[src/rtl/mem_arbiter.sv]
// Shares one single-ported memory between I-cache fill, D-cache fill and D-cache
// store traffic: one transaction in flight, writes preferred with a bounded burst.
module mem_arbiter #(
  parameter int ADDR_WIDTH       = 64,
  parameter int DATA_WIDTH       = 64,
  parameter int CACHE_LINE_WIDTH = 256,
  parameter int MAX_WR_BURST     = 4
) (
  input  logic                        i_clk,
  input  logic                        i_rst_n,
  input  logic                        i_ic_read_req,
  input  logic [ADDR_WIDTH-1:0]       i_ic_read_address,
  output logic                        o_ic_read_done,
  output logic [CACHE_LINE_WIDTH-1:0] o_ic_cache_line,
  input  logic                        i_dc_read_req,
  input  logic [ADDR_WIDTH-1:0]       i_dc_read_address,
  output logic                        o_dc_read_done,
  output logic [CACHE_LINE_WIDTH-1:0] o_dc_cache_line,
  input  logic                        i_dc_write_valid,
  input  logic [ADDR_WIDTH-1:0]       i_dc_write_address,
  input  logic [DATA_WIDTH-1:0]       i_dc_write_data,
  input  logic [7:0]                  i_dc_write_strobe,
  output logic                        o_dc_write_done,
  output logic                        o_mem_read_req,
  output logic [ADDR_WIDTH-1:0]       o_mem_read_address,
  input  logic                        i_mem_read_done,
  input  logic [CACHE_LINE_WIDTH-1:0] i_mem_cache_line,
  output logic                        o_mem_write_valid,
  output logic [ADDR_WIDTH-1:0]       o_mem_write_address,
  output logic [DATA_WIDTH-1:0]       o_mem_write_data,
  output logic [7:0]                  o_mem_write_strobe,
  input  logic                        i_mem_write_done
);

  localparam int CNT_W = $clog2(MAX_WR_BURST + 1);
  localparam logic [CNT_W-1:0] MAX_CNT = CNT_W'(MAX_WR_BURST);

  typedef enum logic [2:0] {
    IDLE,
    RD_REQ,
    RD_WAIT,
    WR_REQ,
    WR_WAIT
  } state_e;

  typedef enum logic {
    OWN_IC,
    OWN_DC
  } owner_e;

  state_e                state_q;
  owner_e                owner_q;
  owner_e                rr_last_q;
  logic [CNT_W-1:0]      wr_cnt_q;
  logic                  mem_read_req_q;
  logic [ADDR_WIDTH-1:0] mem_read_address_q;
  logic                  mem_write_valid_q;
  logic [ADDR_WIDTH-1:0] mem_write_address_q;
  logic [DATA_WIDTH-1:0] mem_write_data_q;
  logic [7:0]            mem_write_strobe_q;

  logic                  rd_pending;
  logic                  grant_wr;
  logic                  grant_rd;
  owner_e                owner_d;
  logic [ADDR_WIDTH-1:0] rd_addr_d;
  logic [CNT_W-1:0]      wr_cnt_d;

  // A write loses only once it has used up its burst while a read waits;
  // between two reads the one not served last wins.
  always_comb begin
    rd_pending = i_ic_read_req | i_dc_read_req;
    grant_wr   = i_dc_write_valid & (~rd_pending | (wr_cnt_q < MAX_CNT));
    grant_rd   = ~grant_wr & rd_pending;
    owner_d    = (i_dc_read_req & (~i_ic_read_req | (rr_last_q == OWN_IC))) ? OWN_DC : OWN_IC;
    rd_addr_d  = (owner_d == OWN_DC) ? i_dc_read_address : i_ic_read_address;
    wr_cnt_d   = (wr_cnt_q == MAX_CNT) ? wr_cnt_q : wr_cnt_q + CNT_W'(1);
  end

  always_ff @(posedge i_clk or negedge i_rst_n) begin
    if (!i_rst_n) begin
      state_q             <= IDLE;
      owner_q             <= OWN_IC;
      rr_last_q           <= OWN_IC;
      wr_cnt_q            <= '0;
      mem_read_req_q      <= 1'b0;
      mem_read_address_q  <= '0;
      mem_write_valid_q   <= 1'b0;
      mem_write_address_q <= '0;
      mem_write_data_q    <= '0;
      mem_write_strobe_q  <= '0;
    end else begin
      case (state_q)
        IDLE: begin
          if (grant_wr) begin
            state_q             <= WR_REQ;
            mem_write_valid_q   <= 1'b1;
            mem_write_address_q <= i_dc_write_address;
            mem_write_data_q    <= i_dc_write_data;
            mem_write_strobe_q  <= i_dc_write_strobe;
            wr_cnt_q            <= wr_cnt_d;
          end else if (grant_rd) begin
            state_q            <= RD_REQ;
            mem_read_req_q     <= 1'b1;
            mem_read_address_q <= rd_addr_d;
            owner_q            <= owner_d;
            rr_last_q          <= owner_d;
            wr_cnt_q           <= '0;
          end
        end
        RD_REQ: begin
          mem_read_req_q <= 1'b0;
          state_q        <= RD_WAIT;
        end
        RD_WAIT: begin
          if (i_mem_read_done) state_q <= IDLE;
        end
        WR_REQ: begin
          mem_write_valid_q <= 1'b0;
          state_q           <= WR_WAIT;
        end
        WR_WAIT: begin
          if (i_mem_write_done) state_q <= IDLE;
        end
        default: state_q <= IDLE;
      endcase
    end
  end

  // Completions are forwarded only in the matching wait state, so stray
  // memory dones never reach a requester.
  always_comb begin
    o_ic_read_done  = (state_q == RD_WAIT) && (owner_q == OWN_IC) && i_mem_read_done;
    o_dc_read_done  = (state_q == RD_WAIT) && (owner_q == OWN_DC) && i_mem_read_done;
    o_dc_write_done = (state_q == WR_WAIT) && i_mem_write_done;
  end

  assign o_ic_cache_line     = i_mem_cache_line;
  assign o_dc_cache_line     = i_mem_cache_line;
  assign o_mem_read_req      = mem_read_req_q;
  assign o_mem_read_address  = mem_read_address_q;
  assign o_mem_write_valid   = mem_write_valid_q;
  assign o_mem_write_address = mem_write_address_q;
  assign o_mem_write_data    = mem_write_data_q;
  assign o_mem_write_strobe  = mem_write_strobe_q;

  a_rd_wr_exclusive: assert property (@(posedge i_clk) disable iff (!i_rst_n)
    !(o_mem_read_req && o_mem_write_valid));
  a_rd_req_pulse: assert property (@(posedge i_clk) disable iff (!i_rst_n)
    o_mem_read_req |=> !o_mem_read_req);
  a_wr_valid_pulse: assert property (@(posedge i_clk) disable iff (!i_rst_n)
    o_mem_write_valid |=> !o_mem_write_valid);

endmodule

[config.mk]
export PLATFORM = sky130hd
export DESIGN_NAME = mem_arbiter
export DESIGN_NICKNAME = d
export VERILOG_FILES = /design/src/rtl/mem_arbiter.sv
export SDC_FILE = /design/constraint.sdc
export NUM_CORES = 1
export LEC_CHECK = 0
export CORE_AREA = 4 4 477 479
export DETAILED_ROUTE_END_ITERATION = 7
export DIE_AREA = 0 0 481 483
export HOLD_SLACK_MARGIN = 0.03
export PLACE_DENSITY = 0.3
export SLEW_MARGIN = 20
export SYNTH_ARGS = -nofsm -noshare
export SYNTH_HDL_FRONTEND = slang
export SYNTH_SLANG_ARGS = --single-unit
[constraint.sdc]
create_clock -name i_clk -period 2 [get_ports i_clk]
set_input_delay 0.3 -clock i_clk [delete_from_list [all_inputs] [get_ports i_clk]]
set_output_delay 0.3 -clock i_clk [all_outputs]
set_load 0.01 [all_outputs]
; Yosys cells after proc, flatten, opt, wreduce, memory -nomap -nowiden
; Cells that the tools add are included.
[word_totals]
memories = 0
ramBits = 0
output_inout_bits = 717
elab_cells = 63
inputBits = 527
latchBits = 0
rom_bits = 0
ff_bits = 209
[classes]
div = 0
reduce_logical = 15
bitwise = 10
n_shift = 0
eq_ne = 12
magnitude_cmp = 1
n_mul = 0
muxes = 15
add_sub_neg = 1
[op_table]
columns = op, count
row1 = $mux 64, 1
row2 = $mux 3, 7
row3 = $pmux 3 s5, 1
row4 = $ne 2x2->1 const B, 6
row5 = $reduce_and 3->1, 4
row6 = $eq 3x2->1 const B, 2
row7 = $eq 3x3->1 const B, 2
row8 = $reduce_bool 2->1, 3
row9 = $logic_and 1x1->1, 5
row10 = $mux 1, 4
row11 = $not 1->1, 4
row12 = $pmux 1 s2, 2
row13 = $reduce_and 2->1, 2
row14 = $add 3x1->3 const B, 1
row15 = $and 1x1->1, 3
row16 = $eq 3x1->1 const B, 1
row17 = $logic_not 3->1, 1
row18 = $lt 3x3->1 const B, 1
row19 = $ne 3x3->1 const B, 1
row20 = $or 1x1->1, 3

; Logic depth before layout (Yosys ltp)
; Gate-level depths: netlist (run 1).
[logic_depth]
depth_word = 9
mapped_depth = 5
mapped_depth_nobuf = 5

; Least setup slack after synthesis (run 1)
; No wires, ideal clock.
[synth_path]
path_kind = reg-to-reg
start = reg rr_last_q
end = reg mem_read_address_q[38], in the netlist o_mem_read_address[38]
slack_ns = 0.338
path_stages_with_launch = 6
t_arrival_ns = 1.538
required_ns = 1.875
setup_ns = 0.125
n_path_buf = 2
synth_period_minus_slack_ns = 1.662
path_cell_list = dfrtp_1 a21boi_1 buf_2 buf_2 mux2_2 mux2_2
[synth_via]
elab_chain_cells = 5
[synth_lines]
columns = item, line
row1 = "start, declared", 53  ; owner_e rr_last_q;
row2 = "start signal, assigned", 107  ; rr_last_q <= owner_d;
row3 = $not 1->1, --
row4 = $or 1x1->1, 75  ; owner_d = (i_dc_read_req & (~i_ic_read_req | (rr_last_q == OWN_IC))) ? OWN_DC : OWN_IC;
row5 = $and 1x1->1, 75
row6 = $mux 1, 75
row7 = $mux 64, 76  ; rd_addr_d = (owner_d == OWN_DC) ? i_dc_read_address : i_ic_read_address;
row8 = "end signal, assigned", 105  ; mem_read_address_q <= rd_addr_d;
row9 = "end, declared", 56  ; logic [ADDR_WIDTH-1:0] mem_read_address_q;
; Every way passes these cells.
; A chain may end at the register's enable or synchronous reset.

; Final worst setup path (run 1)
[layout_path]
start = reg state_q[2]
end = out o_dc_read_done
[layout_via]
elab_chain_cells = 3
[layout_lines]
columns = item, line
row1 = "start, declared", 51  ; state_e state_q;
row2 = "start signal, assigned", 82  ; state_q <= IDLE;
row3 = "start signal, assigned", 96  ; state_q <= WR_REQ;
row4 = "start signal, assigned", 103  ; state_q <= RD_REQ;
row5 = $eq 3x2->1, 134  ; o_dc_read_done = (state_q == RD_WAIT) && (owner_q == OWN_DC) && i_mem_read_done;
row6 = $logic_and 1x1->1 (2 in a row), 134
row7 = "end, declared", 17  ; output logic o_dc_read_done,
; Every way passes these cells.

==> results.toml, run 1 <==
[final_layout]
final_nets = 1603
areaGrowthSynthToFinish_pct = 47.4
drive_gt1_share_pct = 38.9
fin_cells = 4093
fin_util_pct = 8.66

[place]
dp_hpwl_mm = 82.0
dp_cells = 4019
gp_congestion = 0.692
portBuffers = 475
pre_cts_slack_ns = -0.243

[floorplan]
core_area_um2 = 224000
chipWidth_um = 481
initial_utilization_pct = 5.88
pin_count = 1244
die_y_um = 483
fp-row-count = 174
die_area_um2 = 232000

[critical_path]
crit_chain = "buf_6 -> nor4b_4 -> buf_6 -> buf_12"
worstPathMaxFanout = 5
r2r_start = "state_q[2]$_DFFE_PN0P_"
crit_path_start_kind = "flop"
r2r_cells = 5
required_ns = 1.70
cp_top_family = "buffers and inverters"
cp-end-kind = "output pin"
r2r_slack_ns = 0.05
slowest_delay_ns = 0.38
crit_buf_inv = 3
reg2reg_to = "o_mem_read_address[62]$_DFFE_PN0P_"
crit_slowest_cell = "dfrtp_1"
critical_path_class = "flop to output pin"
path_common_cell = "buf_6"
cp.arrival_ns = 1.72

[power_and_ir_drop]
clkPwrFrac_pct = 24.9
p_leak_nw = 7.30
pwr-share-seq_pct = 27.8
p_per_area_nw_per_um2 = 1530
p_switching_mw = 11.1
switching_share_pct = 37.6
intPower_mw = 18.5
ir_drop_mv = 0.613
power_mw = 29.6
combinationalPowerShare_pct = 47.3

[grt]
grt_pass1_wl_mm = 116
first_global_vias = 8983
antenna_found_initial = 32
track_usage_pct = 7.93
grt_overflow_total = 0
grt_max_degree = 57

[outcome]
violations = "negative setup slack"
status = "finished, violations left"

[yosys]
ys_types = 28
yosys_warnings = 0
syn_area_um2 = 13100
yosysSeqAreaShare_pct = 39.8
synth_compound_area_share_pct = 0.962
synthMuxAreaShare_pct = 26.9
avgSynthCellArea_um2 = 12.4
synthTopCellsByArea = "dfrtp_1 (40%), buf_4 (29%), mux2_4 (17%), mux2_2 (10%), buf_6 (1.5%)"
synthCells = 1056
synth.largest_area_cell = "dfrtp_1"
synth_seq_cells = 209
yosys.area_share.simple_pct = 0.752
yosysTopAreaCellShare_pct = 39.8
synth_xor_area_share_pct = 0
synth_top_family_by_area = "buffers and inverters"
synthAdderAreaFrac_pct = 0.190
syn_nets = 1585

[route]
antenna_left = 0
drt_first_iter_violations = 248
wirelength_mm = 95.4
drcViolationCount = 0
drt-pass1-iter-count = 4
vias_per_cell = 1.87
vias = 7666
routedWlPerCell_um = 23.3

[timing]
setup-tns-final_ns = -0.0247
drv_slew = 0
maxSlewHeadroom_pct = 60.1
period_minus_slack_ns = 2.02
setup_ws_ns = -0.0247
tightest_slew_ns = 0.583
rsz0062_at_grt = "true"
finalHoldViolCount = 0
fin_skew_ns = 0.0278
setup_viol = 1
final.period_utilization_pct = 101
max_clock_freq_mhz = 494

[cts]
cts_tree = "built"
root_buffer = "clkbuf_16"
numCtsBuffers = 37
clock-sinks = 209
htreeDepth = 2
clk_path_buf_depth = 3
path_clk_slew_ns = 0.06
clk_latency_ns = 0.61

[worst_hold_path]
hp-class = "input port to async pin"

[flow_run]
max_cap_viol_count = 0
flip-flops by register name, indices dropped and copies added (netlist names):
register,flops
wr_cnt_q,3
rr_last_q,1
o_mem_write_address,64
o_mem_read_req,1
o_mem_read_address,64
o_mem_write_valid,1
state_q,3
o_mem_write_data,64
o_mem_write_strobe,8
power by group through the flow:
| stage | sequential, mW | combinational (mW) | clock, mW |
|---|---|---|---|
| final | 8.24 | 14.0 | 7.37 |
| after global routing | 8.63 | 15.4 | 7.98 |
| after CTS | 8.44 | 14.9 | 7.92 |
| after detailed placement | 8.38 | 15.2 | 0 |
| after global placement | 8.46 | 15.3 | 0 |
| after floorplan | 8.61 | 6.13 | 0 |
final cells by class:
class	count	area, um^2
timing repair buffer	520	5170
antenna	2	5.00
clock buffer	43	988
clock inverter	21	344
fill	25900	204000
sequential	209	5240
inverter	5	18.8
multi-input combinational	301	3850
tap	2992	3740
logic make-up after synthesis:
group / after synthesis
adder cells (fa/ha/maj): 2
buffers and inverters: 546
AO/OA/AOI/OAI: 16
multiplexers: 265
AND/OR/NAND/NOR: 18
flip-flops: 209
through the flow:
step / hold WS (ns) / instance area, um^2
floorplan: 0.00441 / 13100
global placement: 0.220 / 18000
detailed placement: 0.215 / 18000
CTS: 0.0652 / 19300
global route: 0.111 / 19400
finish: 0.151 / 19400
cells in the final DEF (no fill, tap or decap), types with 6 or more instances in the layout:
| master | n |
|---|---|
| dfrtp_2 | 11 |
| dfrtp_1 | 198 |
| clkdlybuf4s15_2 | 6 |
| mux2_4 | 147 |
| buf_4 | 54 |
| buf_12 | 15 |
| nand2_1 | 7 |
| mux2_2 | 118 |
| bufinv_16 | 8 |
| clkdlybuf4s50_1 | 358 |
| dlygate4sd2_1 | 75 |
| clkbuf_16 | 37 |
Yosys cell counts:
cell type and instances:
a2111oi_0 1, a211oi_1 1, a21boi_0 2, a21boi_1 1
a31oi_1 2, and3_1 1, buf_2 9, buf_4 514
buf_6 18, dfrtp_1 209, ha_1 2, inv_1 5
mux2_2 118, mux2_4 147, nand2_1 8, nand2b_1 1
nand3_2 1, nor2_1 4, nor3_4 1, nor4_1 1
nor4b_1 1, o21ai_0 2, o21ai_1 1, o221a_4 1
o22a_1 1, o22ai_1 1, o2bb2ai_1 2, o31ai_1 1
metal layers:
| layer | global-route usage, % | vias up | part of all wire [%] |
|---|---|---|---|
| li1 | - | 3022 | - |
| met1 | 7.53 | 3526 | 33 |
| met2 | 11.3 | 843 | 41 |
| met3 | 7.98 | 269 | 22 |
| met4 | 3.29 | 6 | 4.4 |
| met5 | 0.228 | - | 0.087 |
worst max-delay path by stage:
stage,from,end,slack (ns),cells past startpoint
after floorplan,rr_last_q$_DFFE_PN0P_,o_mem_read_address[38]$_DFFE_PN0P_,0.34,5
after CTS,state_q[1]$_DFFE_PN0P_,o_dc_read_done,-0.15,5
after global routing,state_q[2]$_DFFE_PN0P_,o_dc_read_done,-0.14,4
final,state_q[2]$_DFFE_PN0P_,o_dc_read_done,-0.02,4
after detailed placement,i_dc_read_req,o_mem_read_address[37]$_DFFE_PN0P_,-0.24,5
after global placement,i_ic_read_req,o_mem_write_strobe[4]$_DFFE_PN0N_,-0.22,7
what timing repair did:
item | CTS | global route
hold buffers | 1 | 0
pin swaps | 1 | 2
endpoints found under the setup margin | 92 | 44
resized for setup | 122 | 4
hold endpoints to repair | 209 | 0
buffers inserted | 4 | 3
Power figures use the tool's default switching activity.
==> run 2: changes to the inputs <==
Settings changed: ABC_CLOCK_PERIOD_IN_PS set to 2000, CORE_AREA 4 4 477 479 to 4 4 484 486, DIE_AREA 0 0 481 483 to 0 0 488 490.
==> run 2 against run 1 <==
  * The run now ends clean
  * Total power fell by 0.46%
  * Final cell count rose by 1.1%
  * Flip-flop and latch count did not move
  * Design area rose by 0.54%
  * First-iteration DRC count fell by 8.9%
  * Count of clock-buffer cells in the layout rose by 5
  * Fmax rose by 1.7%
  * Utilization fell by 0.18 points
  * Largest cell class is now non-clock buffers
  * Largest power group unchanged
  * Highest routed layer unchanged
==> results.toml, run 2 (synthesis gave the netlist of run 1 again) <==
[critical_path]
cp.arrival_ns = 1.69
crit_path_start_kind = "flop"
critical_path_class = "flop to output pin"
required_ns = 1.70
cp-end-kind = "output pin"
worstPathMaxFanout = 4

[floorplan]
fp-row-count = 176
core_area_um2 = 230000
chipWidth_um = 488
die_area_um2 = 239000
die_y_um = 490
pin_count = 1244
initial_utilization_pct = 5.72

[final_layout]
areaGrowthSynthToFinish_pct = 48.1
seq_area_um2 = 5240
multi_input_area_um2 = 3900
fin_cells = 4138
drive_gt1_share_pct = 39.7
fillers = 26600
final_nets = 1612
final_common_cell = "clkdlybuf4s50_1"
final_area_um2 = 19500
final_cell_mix = "clkdlybuf4s50_1 (361), dfrtp_1 (202), mux2_4 (160), mux2_2 (105), buf_4 (67)"

[power_and_ir_drop]
p_per_area_nw_per_um2 = 1510
p_leak_nw = 7.34
ir_drop_mv = 0.584
power_mw = 29.5

[grt]
track_usage_pct = 8.16
use_met2_pct = 12.0
gr-usage-met1_pct = 7.87
first_global_vias = 8861
met3_usage_pct = 7.75
grt_max_degree = 43
antenna_found_initial = 38
grt_overflow_total = 0
top_usage_layer = "met2"
grt_pass1_wl_mm = 121

[route]
vias_per_cell = 1.89
vias = 7801
drt_first_iter_violations = 226
routedWlPerCell_um = 24.5
drcViolationCount = 0
drt-pass1-iter-count = 4
antenna_left = 0
wirelength_mm = 102

[cts]
htreeDepth = 2
clk_latency_ns = 0.63
clk_path_buf_depth = 3
clock-sinks = 209
numCtsBuffers = 35
path_clk_slew_ns = 0.06
root_buffer = "clkbuf_16"
cts_tree = "built"

[outcome]
status = "completed"

[timing]
worst_hold_slack_ns = 0.218
setup_ws_ns = 0.00918
rsz0062_at_grt = "true"
max_clock_freq_mhz = 502
maxSlewHeadroom_pct = 62.3
tightest_slew_ns = 0.551
drv_slew = 0
setup_viol = 0
fin_skew_ns = 0.0632
final.period_utilization_pct = 99.5
period_minus_slack_ns = 1.99
finalHoldViolCount = 0

[place]
pre_cts_slack_ns = -0.225
portBuffers = 475
dp_cells = 4059
dp_hpwl_mm = 88.3
placed_area_um2 = 18100
gp_congestion = 0.666

[flow_run]
max_cap_viol_count = 0

[worst_hold_path]
hp-class = "input port to async pin"
==> run 2: final cells by class <==
class,instances,area share [%]
sequential,209,26.9
tap,3026,19.4
clock buffer,48,5.21
multi-input combinational,301,20.1
inverter,5,0.0964
timing repair buffer,531,27.3
antenna,6,0.0771
clock inverter,12,0.880
==> run 2: critical path: stages (launching register included) <==
cell,delay [ns]
dfrtp_1,0.36
buf_6,0.13
nand2_4,0.07
nor4b_4,0.25
buf_4,0.20
buf_12,0.12
==> run 2: report_power, final <==
part	total, mW	leakage (nW)	internal (mW)	switching [mW]
Combinational	14.7	4.29	7.68	7.04
Clock	6.59	0.582	3.95	2.64
Sequential	8.15	2.46	6.46	1.69
Total	29.5	7.34	18.1	11.4
==> run 2: per-stage QoR <==
stage | utilization [%] | setup TNS [ns]
after floorplan | - | 0
after global placement | 7.87 | -38.19
final | 8.48 | 0
after CTS | 8.41 | -0.276
after detailed placement | 7.87 | -34.60
after global routing | 8.47 | -0.846
==> run 2: final timing paths <==
| path | from | slack, ns | endpoint | depth (start not counted) |
|---|---|---|---|---|
| setup / recovery | state_q[1]$_DFFE_PN0P_ | 0.009 | o_dc_read_done | 5 |
| hold / removal | i_rst_n | 0.22 | o_mem_write_address[41]$_DFFE_PN0N_ | 2 |
| setup reg to reg | state_q[0]$_DFFE_PN0P_ | 0.02 | o_mem_read_address[10]$_DFFE_PN0P_ | 5 |
| hold reg to reg | o_mem_write_data[16]$_DFFE_PN0N_ | 0.50 | o_mem_write_data[16]$_DFFE_PN0N_ | 1 |
| max in group asynchronous | i_rst_n | 0.99 | o_mem_read_address[4]$_DFFE_PN0P_ | 3 |
| min in group i_clk | i_dc_write_address[35] | 0.29 | o_mem_write_address[35]$_DFFE_PN0N_ | 2 |
==> run 2: routing by layer <==
layer / up-vias / wire length [um]
met2: 857 / 42400
met3: 251 / 20900
met4: 6 / 4090
met5: - / 292
met1: 3640 / 33900
li1: 3047 / -
==> run 2: timing repair <==
action | 4_1_cts | 5_1_grt
setup buffers | 6 | 5
pin swaps | 3 | 1
hold endpoints to repair | 142 | 0
resized for setup | 111 | 15
gates cloned | 0 | 1
setup endpoints to repair | 81 | 38
hold buffers | 1 | 0
==> run 3: changes to the inputs <==
Settings changed: GPL_TIMING_DRIVEN set to 0.
==> run 3 against run 2 <==
  * Clock power is 12% higher
  * Largest power group unchanged
  * Highest routed layer unchanged
  * Final cell count is 25% higher
  * Count of clock-buffer cells in the layout is 3 higher
  * Largest cell class unchanged
  * Critical endpoint is now o_mem_read_address[52]$_DFFE_PN0P_
  * Critical path type is now flop to flop
  * Clock skew is 0.049 ns lower
==> results.toml, run 3 (synthesis gave the netlist of run 1 again) <==
[outcome]
status = "completed"

[route]
drcViolationCount = 0
wirelength_mm = 116
vias = 11300
drt_first_iter_violations = 365
vias_per_cell = 2.19
antenna_left = 0
drt-pass1-iter-count = 4
routedWlPerCell_um = 22.5

[critical_path]
critical_path_class = "flop to flop"
worstPathMaxFanout = 7
reg2reg_to = "o_mem_read_address[52]$_DFFE_PN0P_"
crit_chain = "a21boi_4 -> buf_6 -> buf_12 -> buf_16 -> buf_12 -> mux2_4 -> mux2_4"
r2r_slack_ns = 0.02
cp-end-kind = "flop"
slowest_delay_ns = 0.47
crit_path_start_kind = "flop"
required_ns = 2.48
crit_slowest_cell = "dfrtp_2"
crit_path_end = "o_mem_read_address[52]$_DFFE_PN0P_"
cp.arrival_ns = 2.46
r2r_start = "rr_last_q$_DFFE_PN0P_"
crit_start = "rr_last_q$_DFFE_PN0P_"
cp_num_cells = 7
cp_top_family = "buffers and inverters"
r2r_cells = 7
crit_buf_inv = 4

[final_layout]
fin_cells = 5169
seq_area_um2 = 5240
fillers = 26000
drive_gt1_share_pct = 42.9
areaGrowthSynthToFinish_pct = 120
final_common_cell = "clkdlybuf4s50_1"
final_nets = 2637
multi_input_area_um2 = 4000
final_cell_mix = "clkdlybuf4s50_1 (896), buf_4 (523), dfrtp_1 (200), mux2_4 (189), mux2_2 (76)"
fin_util_pct = 12.6

[cts]
numCtsBuffers = 39
root_buffer = "clkbuf_16"
clock-sinks = 209
htreeDepth = 2
clk_path_buf_depth = 3
clk_latency_ns = 0.61
cts_tree = "built"
path_clk_slew_ns = 0.06

[floorplan]
die_area_um2 = 239000
fp-row-count = 176
chipWidth_um = 488
pin_count = 1244
die_y_um = 490
initial_utilization_pct = 5.72
core_area_um2 = 230000

[power_and_ir_drop]
ir_drop_mv = 0.651
p_leak_nw = 12.0
p_per_area_nw_per_um2 = 1110

[grt]
antenna_found_initial = 42
grt_max_degree = 75
grt_overflow_total = 0
grt_pass1_wl_mm = 140
first_global_vias = 11900
track_usage_pct = 9.16

[timing]
tightest_slew_ns = 0.638
finalHoldViolCount = 0
rsz0062_at_grt = "true"
period_minus_slack_ns = 1.98
drv_slew = 0
max_clock_freq_mhz = 506
final.period_utilization_pct = 98.8
setup_viol = 0
setup_ws_ns = 0.0231
fin_skew_ns = 0.0147
maxSlewHeadroom_pct = 57.6
worst_hold_slack_ns = 0.178

[place]
dp_cells = 5072
dp_hpwl_mm = 101
gp_congestion = 0.848
portBuffers = 987
pre_cts_slack_ns = -1.15

[worst_hold_path]
hp-class = "input port to async pin"

[flow_run]
max_cap_viol_count = 0
## run 3: through the flow
| stage | setup TNS, ns | power, mW | instance area, um^2 |
|---|---|---|---|
| after floorplan | 0 | 14.7 | 13100 |
| after global placement | -2563.20 | 25.1 | 26800 |
| after detailed placement | -83.29 | 24.9 | 26900 |
| after CTS | -0.831 | 32.9 | 28600 |
| after global routing | -3.64 | 34.4 | 28800 |
| final | 0 | 31.9 | 28900 |
## run 3: how the worst min path moves through the flow
stage | cells after the start | slack [ns] | end
2_1_floorplan | 0 | 0.004 | o_mem_read_address[0]$_DFFE_PN0P_
3_3_place_gp | 1 | 0.49 | o_mem_write_data[14]$_DFFE_PN0N_
3_5_place_dp | 1 | 0.25 | o_mem_write_data[22]$_DFFE_PN0N_
4_1_cts | 2 | 0.11 | o_mem_write_address[32]$_DFFE_PN0N_
5_1_grt | 2 | 0.16 | o_mem_write_address[49]$_DFFE_PN0N_
6_report | 2 | 0.18 | o_mem_write_address[52]$_DFFE_PN0N_
## run 3: layout make-up
| type | count | share of cell area (%) |
|---|---|---|
| Clock inverter | 15 | 0.811 |
| Tap cell | 3026 | 13.1 |
| Antenna cell | 10 | 0.0867 |
| Sequential cell | 209 | 18.2 |
| Timing Repair Buffer | 1012 | 35.3 |
| Clock buffer | 51 | 3.82 |
| Multi-Input combinational cell | 301 | 13.9 |
| Inverter | 5 | 0.0650 |
| Buffer | 540 | 14.7 |
## run 3: metal layers
| layer | global-route usage [%] | up-vias | part of all wire [%] | routed length [um] |
|---|---|---|---|---|
| met5 | 0 | - | 0.046 | 53 |
| met4 | 2.16 | 10 | 2.5 | 2910 |
| li1 | - | 5101 | - | - |
| met1 | 9.56 | 5247 | 36 | 41400 |
| met2 | 15.0 | 794 | 46 | 53400 |
| met3 | 6.33 | 147 | 16 | 18400 |
## run 3: report_power, final
group          leakage [nW]  internal [mW]  switching, mW
Clock                 0.648           4.50           2.85
Combinational          8.92           9.33           7.37
Sequential             2.46           6.46           1.42
## run 3: timing repair
action                     CTS  global route
buffers inserted            11             5
hold buffers                 1             0
hold endpoints to repair   105             0
resized for setup          200            34
cloned                       3             5
setup endpoints to repair  258            63
pin swaps                    3             2
